--- config.mk ---
export PLATFORM = sky130hd
export DESIGN_NAME = stt_decoder
export DESIGN_NICKNAME = d
export VERILOG_FILES = /design/src/rtl/stt_pkg.sv /design/src/rtl/stt_code_check.sv /design/src/rtl/stt_decoder.sv
export SDC_FILE = /design/constraint.sdc
export NUM_CORES = 1
export LEC_CHECK = 0
export CAP_MARGIN = 5
export CORE_MARGIN = 2
export CORE_UTILIZATION = 46
export CTS_BUF_LIST = sky130_fd_sc_hd__clkbuf_16
export DETAILED_ROUTE_END_ITERATION = 10
export PLACE_DENSITY_LB_ADDON = 0.12
export SYNTH_ARGS = -nofsm -noshare
export SYNTH_HDL_FRONTEND = slang
export SYNTH_SLANG_ARGS = --single-unit
--- constraint.sdc ---
create_clock -name clk -period 3.3 [get_ports clk]
set_input_delay 0.33 -clock clk [delete_from_list [all_inputs] [get_ports clk]]
set_output_delay 0.33 -clock clk [all_outputs]
set_load 0.05 [all_outputs]
--- src/rtl/stt_pkg.sv ---
// Shared definitions for the 4-state transition-table code link (encoder and decoder).
// Holds the code geometry, state encoding, decoder FSM states and the transition table.
package stt_pkg;

  localparam int STATE_W    = 2;
  localparam int CODE_W     = 8;
  localparam int NUM_STATES = 4;

  localparam logic [STATE_W-1:0] ST_S0 = 2'd0;
  localparam logic [STATE_W-1:0] ST_S1 = 2'd1;
  localparam logic [STATE_W-1:0] ST_S2 = 2'd2;
  localparam logic [STATE_W-1:0] ST_S3 = 2'd3;

  typedef enum logic [1:0] {
    HUNT   = 2'd0,
    CHECK  = 2'd1,
    LOCKED = 2'd2
  } dec_fsm_t;

  // Encoder transition table; the encoder side regenerates state with this same function.
  function automatic logic [STATE_W-1:0] next_state(input logic [STATE_W-1:0] src,
                                                    input logic               in_bit);
    logic [STATE_W-1:0] nxt;
    nxt = ST_S0;
    case ({src, in_bit})
      {ST_S0, 1'b0}: nxt = ST_S2;
      {ST_S0, 1'b1}: nxt = ST_S1;
      {ST_S1, 1'b0}: nxt = ST_S1;
      {ST_S1, 1'b1}: nxt = ST_S2;
      {ST_S2, 1'b0}: nxt = ST_S2;
      {ST_S2, 1'b1}: nxt = ST_S3;
      {ST_S3, 1'b0}: nxt = ST_S0;
      {ST_S3, 1'b1}: nxt = ST_S3;
      default:       nxt = ST_S0;
    endcase
    return nxt;
  endfunction

endpackage

--- src/rtl/stt_code_check.sv ---
// Combinational decode of one transition code against the tracked encoder state.
// Zero latency; no flow control, pure function of its inputs.
module stt_code_check
  import stt_pkg::*;
(
  input  logic [CODE_W-1:0]  i_code,
  input  logic [STATE_W-1:0] i_exp_state,
  output logic               o_legal,
  output logic               o_consistent,
  output logic               o_in,
  output logic [STATE_W-1:0] o_nxt
);

  logic [STATE_W-1:0] w_src;

  // Legal codes are 0..7: upper bits must all be zero.
  assign o_legal      = (i_code[CODE_W-1:3] == '0);
  assign w_src        = i_code[2:1];
  assign o_in         = i_code[0];
  assign o_consistent = o_legal && (w_src == i_exp_state);
  assign o_nxt        = next_state(w_src, o_in);

endmodule

--- src/rtl/stt_decoder.sv ---
// Recovers the 1-bit input stream from transition codes, tracking lock and counting errors.
// One-cycle registered response; no backpressure, a code may arrive every cycle.
module stt_decoder
  import stt_pkg::*;
#(
  parameter int LOCK_CNT = 3,
  parameter int MISS_MAX = 2,
  parameter int ERR_W    = 8
) (
  input  logic               clk,
  input  logic               rst,
  input  logic               i_code_valid,
  input  logic [CODE_W-1:0]  i_code,
  output logic               o_bit_valid,
  output logic               o_bit_out,
  output logic [STATE_W-1:0] o_exp_state,
  output logic               o_sync,
  output logic               o_err,
  output logic [ERR_W-1:0]   o_err_count
);

  localparam logic [3:0] LOCK_TGT = 4'(LOCK_CNT);
  localparam logic [3:0] MISS_TGT = 4'(MISS_MAX);

  dec_fsm_t           r_fsm;
  logic [STATE_W-1:0] r_exp_state;
  logic [3:0]         r_run_cnt;
  logic [3:0]         r_miss_cnt;
  logic               r_bit_valid;
  logic               r_bit_out;
  logic               r_sync;
  logic               r_err;
  logic [ERR_W-1:0]   r_err_count;

  logic               w_legal;
  logic               w_consistent;
  logic               w_in;
  logic [STATE_W-1:0] w_nxt;
  logic               w_err;
  logic [3:0]         w_run_inc;
  logic [3:0]         w_miss_inc;

  stt_code_check u_check (
    .i_code       (i_code),
    .i_exp_state  (r_exp_state),
    .o_legal      (w_legal),
    .o_consistent (w_consistent),
    .o_in         (w_in),
    .o_nxt        (w_nxt)
  );

  assign w_run_inc  = r_run_cnt + 4'd1;
  assign w_miss_inc = r_miss_cnt + 4'd1;

  // HUNT only rejects illegal codes; once a run has started every code must also chain.
  always_comb begin
    w_err = 1'b0;
    if (i_code_valid) begin
      if (r_fsm == HUNT) w_err = !w_legal;
      else               w_err = !w_consistent;
    end
  end

  always_ff @(posedge clk) begin
    if (rst) begin
      r_fsm       <= HUNT;
      r_exp_state <= '0;
      r_run_cnt   <= '0;
      r_miss_cnt  <= '0;
      r_bit_valid <= 1'b0;
      r_bit_out   <= 1'b0;
      r_sync      <= 1'b0;
      r_err       <= 1'b0;
      r_err_count <= '0;
    end else begin
      r_bit_valid <= 1'b0;
      r_err       <= w_err;
      if (w_err && (r_err_count != '1)) r_err_count <= r_err_count + 1'b1;

      if (i_code_valid) begin
        case (r_fsm)
          HUNT: begin
            if (w_legal) begin
              r_exp_state <= w_nxt;
              r_run_cnt   <= 4'd1;
              if (LOCK_TGT == 4'd1) begin
                r_fsm      <= LOCKED;
                r_sync     <= 1'b1;
                r_miss_cnt <= '0;
              end else begin
                r_fsm <= CHECK;
              end
            end
          end
          CHECK: begin
            if (w_consistent) begin
              r_exp_state <= w_nxt;
              r_run_cnt   <= w_run_inc;
              if (w_run_inc == LOCK_TGT) begin
                r_fsm      <= LOCKED;
                r_sync     <= 1'b1;
                r_miss_cnt <= '0;
              end
            end else begin
              r_fsm     <= HUNT;
              r_run_cnt <= '0;
            end
          end
          LOCKED: begin
            if (w_consistent) begin
              r_bit_valid <= 1'b1;
              r_bit_out   <= w_in;
              r_exp_state <= w_nxt;
              r_miss_cnt  <= '0;
            end else begin
              // A legal but off-chain code resyncs the tracker; garbage leaves it alone.
              if (w_legal) r_exp_state <= w_nxt;
              if (w_miss_inc >= MISS_TGT) begin
                r_fsm      <= HUNT;
                r_sync     <= 1'b0;
                r_miss_cnt <= '0;
                r_run_cnt  <= '0;
              end else begin
                r_miss_cnt <= w_miss_inc;
              end
            end
          end
          default: begin
            r_fsm  <= HUNT;
            r_sync <= 1'b0;
          end
        endcase
      end
    end
  end

  assign o_bit_valid = r_bit_valid;
  assign o_bit_out   = r_bit_out;
  assign o_exp_state = r_exp_state;
  assign o_sync      = r_sync;
  assign o_err       = r_err;
  assign o_err_count = r_err_count;

endmodule
# Yosys cells after proc, flatten, opt, wreduce, memory -nomap -nowiden
# Memories as Yosys holds them, arrays and structs flattened.
# Index checks and enable logic that the tools add are counted.
# classes
n_addsub	3
multipliers	0
n_div	0
n_lt_le_gt_ge	1
eq_ne	11
shift	0
mux	28
n_bitwise	3
reduce_logical	15
# op_table
op	count
4-bit 2-to-1 mux	8
2-bit 2-to-1 mux	8
2-bit case mux with 3 select lines	2
4-bit case mux with 3 select lines	1
5-bit AND reduction	2
4-bit by 1-bit adder with 4-bit output, second input constant	2
8-bit by 1-bit adder with 8-bit output, second input constant	1
2-bit != test, second input constant	4
8-bit != test, second input constant	1
4-bit case mux with 2 select lines	1
1-bit 2-to-1 mux	7
3-bit AND reduction	2
6-bit AND reduction	1
5-bit logical NOT	1
4-bit by 2-bit equality test with 1-bit output, second input constant	1
4-bit by 2-bit greater-or-equal comparator with 1-bit output, second input constant	1
4-bit AND reduction	1
3-bit != test, second input constant	1
1-bit inverter	3
1-bit case mux with 3 select lines	1
3-bit nonzero test	1
3-bit OR reduction	1
2-bit by 1-bit equality test with 1-bit output, second input constant	1
2-bit equality test	1
6 further kinds	8
# word_totals
reg_bits	24
latchBits	0
ram_bits	0
rom_bits	16
in_bits	11
memories	1
# memory_table
name	words	width	read_ports	rd_clocked_by_memory_dff	write_ports	line_no	rtl
(no name shown)	8	2	1	0	0	stt_pkg.sv:25	case ({src, in_bit})

# Logic depth before layout (Yosys ltp)
# Gate-level depths: netlist of the first run.
# depth
depth_word	6
ltp_mapped	7
depth_no_buf	7

# By module
# A second synthesis of the first run with hierarchy kept.
# unflattened
hier_cells	161
hier_area_um2	1442.6
# by_module_without_submodules
mod	n_inst	cells_each	area_per_inst_um2	seq_area_each_um2
stt_decoder	1	149	1351.3	480.5
stt_code_check	1	12	91.3	0.0

# Worst setup path after synthesis of the first run
# OpenSTA, ideal clock, no wires.
# synth_timing
kind	register to register
start	register r_exp_state[0], in the netlist o_exp_state[0]
end	register r_run_cnt[3]
setup_time_ns	0.116
arrival_ns	2.010
t_required_ns	3.184
slack_ns	1.174
stages_incl_launch_ff	6
path_cell_list	dfxtp_1 > xnor2_1 > and4bb_2 > a2111o_1 > o211a_1 > a31o_2
# synth_between
elab_chain_len	4
elab_cells_between_ends	6
cone_classes	eq/ne (2); mux (2); reduce/logical (2)
# synth_lines
item	line_no	rtl
start, declared	stt_decoder.sv:26	logic [STATE_W-1:0] r_exp_state;
start signal, assigned	stt_decoder.sv:84	r_exp_state <= w_nxt;
start signal, assigned	stt_decoder.sv:97	r_exp_state <= w_nxt;
start signal, assigned	stt_decoder.sv:113	r_exp_state <= w_nxt;
2-bit equality test (*)	stt_code_check.sv:20	assign o_consistent = o_legal && (w_src == i_exp_state);
1-bit logical AND (*)	stt_code_check.sv:20	
2-bit != test (no line) or 4-bit 2-to-1 mux (tied branches)	--	
5-bit AND reduction (no line) or 4-bit case mux with 3 select lines (tied branches)	--	
end signal, assigned	stt_decoder.sv:98	r_run_cnt <= w_run_inc;
end, declared	stt_decoder.sv:27	logic [3:0] r_run_cnt;
# Every way passes the cells marked *; elsewhere a longest branch is shown, timed or not.
# A chain may end at the register's enable or synchronous reset.

# Worst setup path in the final report of the first run
# layout_timing
start	input i_code[3]
end	register r_err_count[1], in the netlist o_err_count[1]
# layout_between
elab_chain_len	6
elab_cells_between_ends	7
cone_classes	mux (2); reduce/logical (5)
# layout_lines
item	line_no	rtl
start, declared	stt_decoder.sv:13	input logic [CODE_W-1:0] i_code,
5-bit logical NOT (*)	stt_code_check.sv:17	assign o_legal = (i_code[CODE_W-1:3] == '0);
1-bit logical AND	stt_code_check.sv:20	
1-bit logical NOT	stt_decoder.sv:60	else w_err = !w_consistent;
1-bit 2-to-1 mux (*)	stt_decoder.sv:59	if (r_fsm == HUNT) w_err = !w_legal;
1-bit 2-to-1 mux (*)	stt_decoder.sv:58	if (i_code_valid) begin
1-bit logical AND (*)	stt_decoder.sv:78	if (w_err && (r_err_count != '1)) r_err_count <= r_err_count + 1'b1;
end signal, assigned	stt_decoder.sv:78	
end, declared	stt_decoder.sv:33	logic [ERR_W-1:0] r_err_count;
# Marks and branches as above.

==> results of run 1 <==
area by class of cell:
class	instances	area share, %
clock buffers	3	4.40
clock inverters	1	0.220
flip-flops and latches	24	28.1
multi-input cells	119	48.1
inverters	11	2.42
well taps	31	2.27
repair buffers	25	14.5
worst max-delay path by stage:
| stage | from | endpoint | slack (ns) |
|---|---|---|---|
| 2_1_floorplan | o_exp_state[0]$_SDFFE_PP0P_ | r_run_cnt[3]$_SDFFE_PP0P_ | 1.17 |
| 3_3_place_gp | i_code[3] | o_err_count[1]$_SDFFE_PP0P_ | 0.70 |
| 3_5_place_dp | i_code[3] | o_err_count[1]$_SDFFE_PP0P_ | 0.64 |
| 4_1_cts | i_code[3] | o_err_count[1]$_SDFFE_PP0P_ | 0.91 |
| 5_1_grt | i_code[3] | o_err_count[3]$_SDFFE_PP0P_ | 0.66 |
| 6_report | i_code[3] | o_err_count[1]$_SDFFE_PP0P_ | 0.91 |
worst register-to-register path: stages (launching register included):
cell and delay [ns]:
dfxtp_1 0.41, ha_1 0.24, nand2_1 0.07, nor3_1 0.12, o21ai_0 0.22, o41ai_1 0.78, mux2i_1 0.25
Yosys cell counts, types with 3 or more instances:
master and instances:
a21oi_1 14, dfxtp_1 24, ha_1 10, inv_1 9, mux2i_1 6, nand2_1 9
nand3_1 8, nor2_1 10, nor3_1 5, o21ai_0 12, or3_1 4, xnor2_1 3
xor2_1 3
registers in the layout, summed over array words and instances (netlist names):
name / count
o_sync: 1
o_err: 1
o_err_count: 8
o_bit_valid: 1
o_bit_out: 1
r_fsm: 2
o_exp_state: 2
r_run_cnt: 4
r_miss_cnt: 4
cell usage in the layout (no fill, tap or decap), types with 4 or more instances in the layout:
master	n
mux2i_1	6
dfxtp_1	24
inv_1	9
nand3_1	8
clkdlybuf4s50_1	24
nand2_1	9
o21ai_0	12
nor3_1	5
or3_1	4
a21oi_1	14
nor2_1	10
ha_1	10
kinds of logic after synthesis:
| logic type | Yosys count |
|---|---|
| flip-flops | 24 |
| buffers and inverters | 14 |
| multiplexers | 6 |
| adder cells (fa/ha/maj) | 10 |
| AND/OR/NAND/NOR | 54 |
| AO/OA/AOI/OAI | 43 |
| XOR/XNOR | 6 |
power by group:
part	total, mW	switching (mW)	internal, mW
clock	0.265	0.103	0.162
combinational	0.0681	0.0395	0.0285
sequential	0.300	0.00592	0.294
routing by layer:
layer	vias to the layer above	wire, um	share of wire, %
met1	570	1420	48
li1	630	-	-
met2	28	1370	46
met5	-	0	0
met4	0	72	2.4
met3	7	93	3.2
==> impl_metrics.ini, run 1 <==
[status]
status = completed

[global_routing]
grt_remaining_overflow = 0
gr-usage-met1_pct = 26.6
grt_antenna_before_repair = 0
met2_usage_pct = 30.3
grtUsageTotal_pct = 19.3
grt-busiest-layer = met2
grt_pass1_wl_mm = 5.07
grt_pass1_vias = 1135
use_met3_pct = 1.56
grt_max_degree = 20

[sta]
rsz0062_at_grt = no
setup_ws_ns = 0.909
worst_hold_slack_ns = 0.494
slew_violations = 0
finalSetupViolations = 0
fmax_mhz = 418
finalHoldViolCount = 0
tns_ns = 0
clock_skew_ns = 0.00170
tightest_slew_ns = 0.865
slew_headroom_pct = 42.3
period_share_pct = 72.4
min_period_ns = 2.39

[clock_tree]
cts.clk_slew.worst_paths_ns = 0.06
cts_root_buffer = clkbuf_16
cts_tree = yes
cts-resized-gates = 0
clkLatencyLatePin_ns = 0.26
cts_buffers = 3
cts_max_path_buffers = 2
numClockSinks = 24
postCtsSetupBuffers = 0
cts_hold_buf = 0
cts-htree-levels = 1

[setup_path]
cp_max_fo = 12
cp-start-kind = primary input
r2r_end = r_miss_cnt[0]$_SDFFE_PP0P_
critPathBufInv = 1
critPathArrivalTime_ns = 2.54
path_depth = 6
end_kind = flip-flop
path_class = primary input to flip-flop
reg2reg_depth = 6
critPathTopFamily = simple AND/OR/NAND/NOR gates
max_stage_delay_ns = 0.69
cpMaxStageDelayCell = o221ai_1
crit_required_ns = 3.45
regToRegSetupSlack_ns = 1.15
timing.rr.start = r_run_cnt[1]$_SDFFE_PP0P_
path_cells = clkdlybuf4s50_1 > or4_4 > or2_1 > o221ai_1 > mux2i_1 > nor2_1

[die]
core_area_um2 = 2780
die_y_um = 58.3
die-area_um2 = 3400
die_x_um = 58.3
ioPinCount = 25
start_util_pct = 48.7
num_rows = 19

[power_and_ir_drop]
power.leakage_nw = 0.641
peakVddDrop_v = 0.000236
p_total_uw = 633
power_density_nw_per_um2 = 371

[worst_hold_path]
min_path_type = flip-flop to flip-flop
min_from = o_bit_out$_SDFFE_PP0P_
whs_endpoint = o_bit_out$_SDFFE_PP0P_
hold_depth = 2

[detailed_routing]
drt-pass1-iter-count = 4
drt-vias-per-instance = 5.77
via_count = 1235
wire_per_inst_um = 13.8
drc = 0
routed_wirelength_mm = 2.95
detail-route-antenna-nets = 0
drt_iter0_drc = 46

[placement]
dpl-instance-area_um2 = 1630
gp_congestion = 0.783
hpwlAfterDp_mm = 2.14
port_buffers = 24
post-place-ws_ns = 0.640
numPlacedInstances = 210

[finish]
diodes = 0
syn_to_final_growth_pct = 26.0
stdcell_area_um2 = 1710
regArea_um2 = 480
utilization_pct = 61.4
finalNonFillerCells = 214
drive_above_1_share_pct = 4.37
fin_nets = 205
multi_input_area_um2 = 821
fillers = 250

[yosys]
synth-simple-area-share_pct = 22.3
synth_area_leaders = dfxtp_1 35%, ha_1 9.2%, a21oi_1 5.2%
ys_ff_latch = 24
syn_area_um2 = 1360
syn-instance-count = 157
synthDistinctLibCells = 42
synth_fa_ha_area_share_pct = 9.23
syn-mean-instance-area_um2 = 8.63
synth-compound-area-share_pct = 20.7
synth_async_sr_flop_share_pct = 0
synth_fp_nets = 178
synth_xor_area_share_pct = 3.88
ys_seq_area_share_pct = 35.5
synth_top_cell_area_share_pct = 35.5
synth_edf_count = 0
yosysTopAreaCell = dfxtp_1
synth_top_family_by_area = simple AND/OR/NAND/NOR gates
muxShareOfSynthArea_pct = 4.43
yosys_warnings = 0
ys.flop_type = dfxtp_1

[run]
maxCapViolCount = 0
(Power assumes the default switching activity.)
==> run 2, diff against run 1 <==
clock period = 2 ns   (was 3.3 ns; I/O delays follow)
==> run 2 against run 1 <==
Compared with the run above:
- critical path depth unchanged
- power increased by 88%
- wire length increased by 9.4%
- global-route usage increased by 1.2 points
- count of clock-buffer cells in the layout unchanged
- hold slack improved by 0.0022 ns
- cell count increased by 8.9%
- register-to-register slack got worse by 1.0 ns
- via count increased by 6.1%
- largest power group is now the clock network
- highest routed layer unchanged
- die area unchanged
- design area increased by 11%
- combinational power increased by 92%
==> impl_metrics.ini, run 2 (same netlist as run 1, synthesis figures left out) <==
[global_routing]
grtUsageTotal_pct = 20.5
grt_antenna_before_repair = 0
grt_pass1_wl_mm = 5.55
grt_max_degree = 15
grt_remaining_overflow = 0
grt_pass1_vias = 1320

[finish]
largest_reg_flops = 8
diodes = 0
fillers = 247
syn_to_final_growth_pct = 40.3
fin_nets = 224
mostFrequentLayoutCells = 20 x clkdlybuf4s50_1, 20 x dfxtp_1, 19 x buf_4, 14 x a21oi_1, 11 x o21ai_0
drive_above_1_share_pct = 18.3
regArea_um2 = 485
multi_input_area_um2 = 843
finalNonFillerCells = 233

[setup_path]
max_stage_delay_ns = 0.56
cp-start-kind = primary input
cp_max_fo = 6
reg2reg_depth = 7
cpMaxStageDelayCell = or4_4
critPathArrivalTime_ns = 2.08
critPathTopFamily = compound AO/OA/AOI/OAI gates
path_depth = 6
crit_start = i_code[7]
path_cells = dlygate4sd2_1 > or4_4 > o21a_1 > a2111o_1 > o211a_1 > a31o_2
crit_required_ns = 2.15
end_kind = flip-flop
critPathBufInv = 1
path_class = primary input to flip-flop
timing.rr.start = r_fsm[1]$_SDFFE_PP0P_

[sta]
rsz0062_at_grt = no
min_period_ns = 1.93
period_share_pct = 96.6
clock_skew_ns = 0.00164
slew_headroom_pct = 66.5
slew_violations = 0
finalSetupViolations = 0
tightest_slew_ns = 0.501
tns_ns = 0
finalHoldViolCount = 0
worst_hold_slack_ns = 0.496
fmax_mhz = 517

[clock_tree]
cts-htree-levels = 1
clkLatencyLatePin_ns = 0.25
postCtsSetupBuffers = 0
cts_tree = yes
cts_buffers = 3
cts_root_buffer = clkbuf_16
numClockSinks = 24
cts_max_path_buffers = 2
cts_hold_buf = 0
cts.clk_slew.worst_paths_ns = 0.06

[die]
die_x_um = 58.3
ioPinCount = 25
num_rows = 19
start_util_pct = 48.7
die_y_um = 58.3
die-area_um2 = 3400
core_area_um2 = 2780

[power_and_ir_drop]
p_sw_share_pct = 20.8
power_density_nw_per_um2 = 625
clockPowerShare_pct = 47.4
power.internal_uw = 942
p_seq_share_pct = 41.6
comb_power_share_pct = 11.0
peakVddDrop_v = 0.000657
p_sw_uw = 247
power.leakage_nw = 0.771

[worst_hold_path]
min_path_type = flip-flop to flip-flop
min_from = r_fsm[0]$_SDFFE_PP0P_
hold_depth = 2

[detailed_routing]
drc = 0
routed_wirelength_mm = 3.23
drt_iter0_drc = 40
detail-route-antenna-nets = 0
wire_per_inst_um = 13.8
drt-pass1-iter-count = 5
drt-vias-per-instance = 5.62
via_count = 1310

[run]
maxCapViolCount = 0

[placement]
numPlacedInstances = 228
hpwlAfterDp_mm = 2.36
gp_congestion = 0.837
port_buffers = 24

[status]
status = completed
## run 2: timing repair
item / CTS / global route
pin swaps: 9 / 5
setup endpoints to repair: 15 / 10
gates cloned: 1 / 0
resized for setup: 8 / 5
## run 2: layout make-up
cell class | instances | area share [%]
inverter | 11 | 2.17
tap | 31 | 2.04
clock inverter | 1 | 1.58
multi-input combinational | 119 | 44.4
clock buffer | 3 | 3.95
timing repair buffer | 44 | 20.3
sequential | 24 | 25.5
## run 2: worst min-delay path: stages (launching register included)
cell	delay, ns
dfxtp_2	0.34
nand2_1	0.06
mux2i_1	0.06
## run 2: path summary, 6_finish.rpt
check,slack [ns],endpoint
max,0.07,r_run_cnt[3]$_SDFFE_PP0P_
max reg2reg,0.14,o_err_count[4]$_SDFFE_PP0P_
min reg2reg,0.50,r_fsm[0]$_SDFFE_PP0P_
min,0.50,r_fsm[0]$_SDFFE_PP0P_
## run 2: stage by stage
stage	total power, mW	instance area, um^2	worst slack (ns)	util, %
4_1_cts	1.20	1890	0.0655	67.9
2_1_floorplan	0.570	1360	0.0490	-
3_5_place_dp	0.633	1770	-0.438	63.5
6_report	1.19	1900	0.0675	68.3
3_3_place_gp	0.632	1770	-0.388	63.5
5_1_grt	1.23	1900	0.0114	68.3
## run 2: power by group through the flow
stage	Combinational (mW)	Sequential [mW]	Clock, mW
2_1_floorplan	0.0456	0.524	0
3_3_place_gp	0.127	0.505	0
3_5_place_dp	0.128	0.505	0
4_1_cts	0.130	0.494	0.572
5_1_grt	0.143	0.496	0.588
6_report	0.131	0.495	0.563
## run 2: metal layers
layer | GRT usage (%) | wire [um] | vias to the layer above
li1 | - | - | 668
met1 | 26.3 | 1520 | 612
met2 | 34.8 | 1540 | 28
met3 | 3.79 | 151 | 2
met4 | 5.98 | 8 | 0
met5 | 0 | 0 | -
==> run 3, diff against run 2 <==
CORE_ASPECT_RATIO = 0.9   (was default)
==> run 3 against run 2 <==
Compared with the run above:
- global-route usage rose by 0.56 points
- core utilization grew 2.0 points
- clock skew about the same
- sequential power about the same
- combinational power increased by 3%
- power up 1.1%
- maximum frequency fell by 2.1%
- critical endpoint unchanged
- via count rose by 4.0%
- non-clock buffer count did not move
- critical path depth unchanged
- clock power increased by 2%
- count of clock-buffer cells in the layout unchanged
==> impl_metrics.ini, run 3 (same netlist as run 1, synthesis figures left out) <==
[sta]
fmax_mhz = 506
slew_violations = 0
finalHoldViolCount = 0
setup_ws_ns = 0.0256
period_share_pct = 98.7
worst_hold_slack_ns = 0.488
slew_headroom_pct = 65.6
tightest_slew_ns = 0.515
clock_skew_ns = 0.00194
min_period_ns = 1.97
finalSetupViolations = 0

[power_and_ir_drop]
p_sw_share_pct = 21.4
power.leakage_nw = 0.783
power_density_nw_per_um2 = 617
peakVddDrop_v = 0.000514
p_sw_uw = 257
p_seq_share_pct = 41.1
clockPowerShare_pct = 47.6
comb_power_share_pct = 11.3
power.internal_uw = 945

[setup_path]
crit_required_ns = 2.15
reg2reg_depth = 7
worstSetupEndpoint = r_run_cnt[3]$_SDFFE_PP0P_
crit_start = i_code[7]
cp_max_fo = 7
cp-start-kind = primary input
r2r_end = r_run_cnt[3]$_SDFFE_PP0P_
end_kind = flip-flop
timing.rr.start = r_miss_cnt[1]$_SDFFE_PP0P_
path_class = primary input to flip-flop
critPathArrivalTime_ns = 2.13
regToRegSetupSlack_ns = 0.09

[detailed_routing]
drc = 0
drt-vias-per-instance = 5.63
wl_met3_um = 215
wl_met2_mm = 1.59
wire_per_inst_um = 14.2
via_count = 1362
routed.top_layer = met4
detail-route-antenna-nets = 0
drt_iter0_drc = 36
drt-met1-wl_mm = 1.56
drt-pass1-iter-count = 4
routed_wirelength_mm = 3.43

[placement]
post-place-ws_ns = -0.455
gp_congestion = 0.822
hpwlAfterDp_mm = 2.46
port_buffers = 24

[status]
status = completed

[finish]
fin_nets = 224
syn_to_final_growth_pct = 43.9
largest_reg_flops = 8
diodes = 0
drive_above_1_share_pct = 19.3
fillers = 234
mostFrequentLayoutCells = 20 x clkdlybuf4s50_1, 20 x dfxtp_1, 17 x buf_4, 13 x a21oi_1, 12 x o21ai_0

[global_routing]
grtUsageTotal_pct = 21.1
grt_pass1_vias = 1253
grt_remaining_overflow = 0
grt_max_degree = 17
grt_antenna_before_repair = 0
grt_pass1_wl_mm = 5.46

[worst_hold_path]
min_path_type = flip-flop to flip-flop

[clock_tree]
cts_root_buffer = clkbuf_16
numClockSinks = 24
cts_max_path_buffers = 2
cts_tree = yes
cts-htree-levels = 1
cts.clk_slew.worst_paths_ns = 0.06
postCtsSetupBuffers = 0
cts_buffers = 3
clkLatencyLatePin_ns = 0.26

[die]
die-area_um2 = 3400
num_rows = 18
start_util_pct = 48.9
ioPinCount = 25
core_area_um2 = 2770
die_y_um = 55.5
die_x_um = 61.2

[run]
maxCapViolCount = 0
-- run 3: worst min path at each step --
stage | cells after the start | from | slack [ns] | endpoint
global route | 2 | r_fsm[0]$_SDFFE_PP0P_ | 0.52 | r_fsm[0]$_SDFFE_PP0P_
CTS | 2 | o_exp_state[0]$_SDFFE_PP0P_ | 0.51 | o_exp_state[0]$_SDFFE_PP0P_
global placement | 2 | o_exp_state[0]$_SDFFE_PP0P_ | 0.48 | o_exp_state[0]$_SDFFE_PP0P_
detailed placement | 2 | o_exp_state[0]$_SDFFE_PP0P_ | 0.49 | o_exp_state[0]$_SDFFE_PP0P_
floorplan | 2 | i_code[0] | 0.34 | o_bit_out$_SDFFE_PP0P_
finish | 2 | r_fsm[0]$_SDFFE_PP0P_ | 0.49 | r_fsm[0]$_SDFFE_PP0P_
-- run 3: cell type report --
class	instances	area, um^2	share of cell area [%]
clock buffer	3	75.1	3.85
inverter	11	41.3	2.12
timing repair buffer	44	398	20.4
clock inverter	1	30.0	1.54
sequential	24	485	24.9
multi-input combinational	119	870	44.6
tap	40	50.0	2.57
-- run 3: through the flow --
step                      power [mW]  instances  util, %  area (um^2)  setup TNS (ns)
after global routing            1.24        242     70.4         1950        -0.00580
after CTS                       1.21        242     69.2         1920               0
after global placement         0.630        237     64.2         1780           -5.15
after floorplan                0.570        157        -         1360               0
final                           1.20        242     70.4         1950               0
after detailed placement       0.633        237     64.2         1780           -5.63
-- run 3: routing by layer --
layer / GRT usage [%] / vias up
met2: 32.5 / 40
met5: 0 / -
li1: - / 673
met1: 29.0 / 642
met3: 3.51 / 7
met4: 7.76 / 0
-- run 3: power by group through the flow --
stage	clock, mW	sequential, mW	combinational [mW]
6_report	0.572	0.495	0.135
3_5_place_dp	0	0.506	0.127
2_1_floorplan	0	0.524	0.0456
4_1_cts	0.584	0.495	0.134
3_3_place_gp	0	0.505	0.125
5_1_grt	0.602	0.496	0.145
-- run 3: critical path, cell delays in order --
cell and delay (ns):
dlygate4sd2_1 0.23, or4_4 0.55, o21a_1 0.21, a2111o_1 0.47
o211a_1 0.26, a31o_2 0.20
-- run 3: what timing repair did --
action / 4_1_cts / 5_1_grt
gates cloned: 1 / 0
gates resized for setup: 9 / 10
endpoints found under the hold margin: 0 / 0
setup endpoints to repair: 9 / 14
hold buffers: 0 / 0
pin swaps: 10 / 5
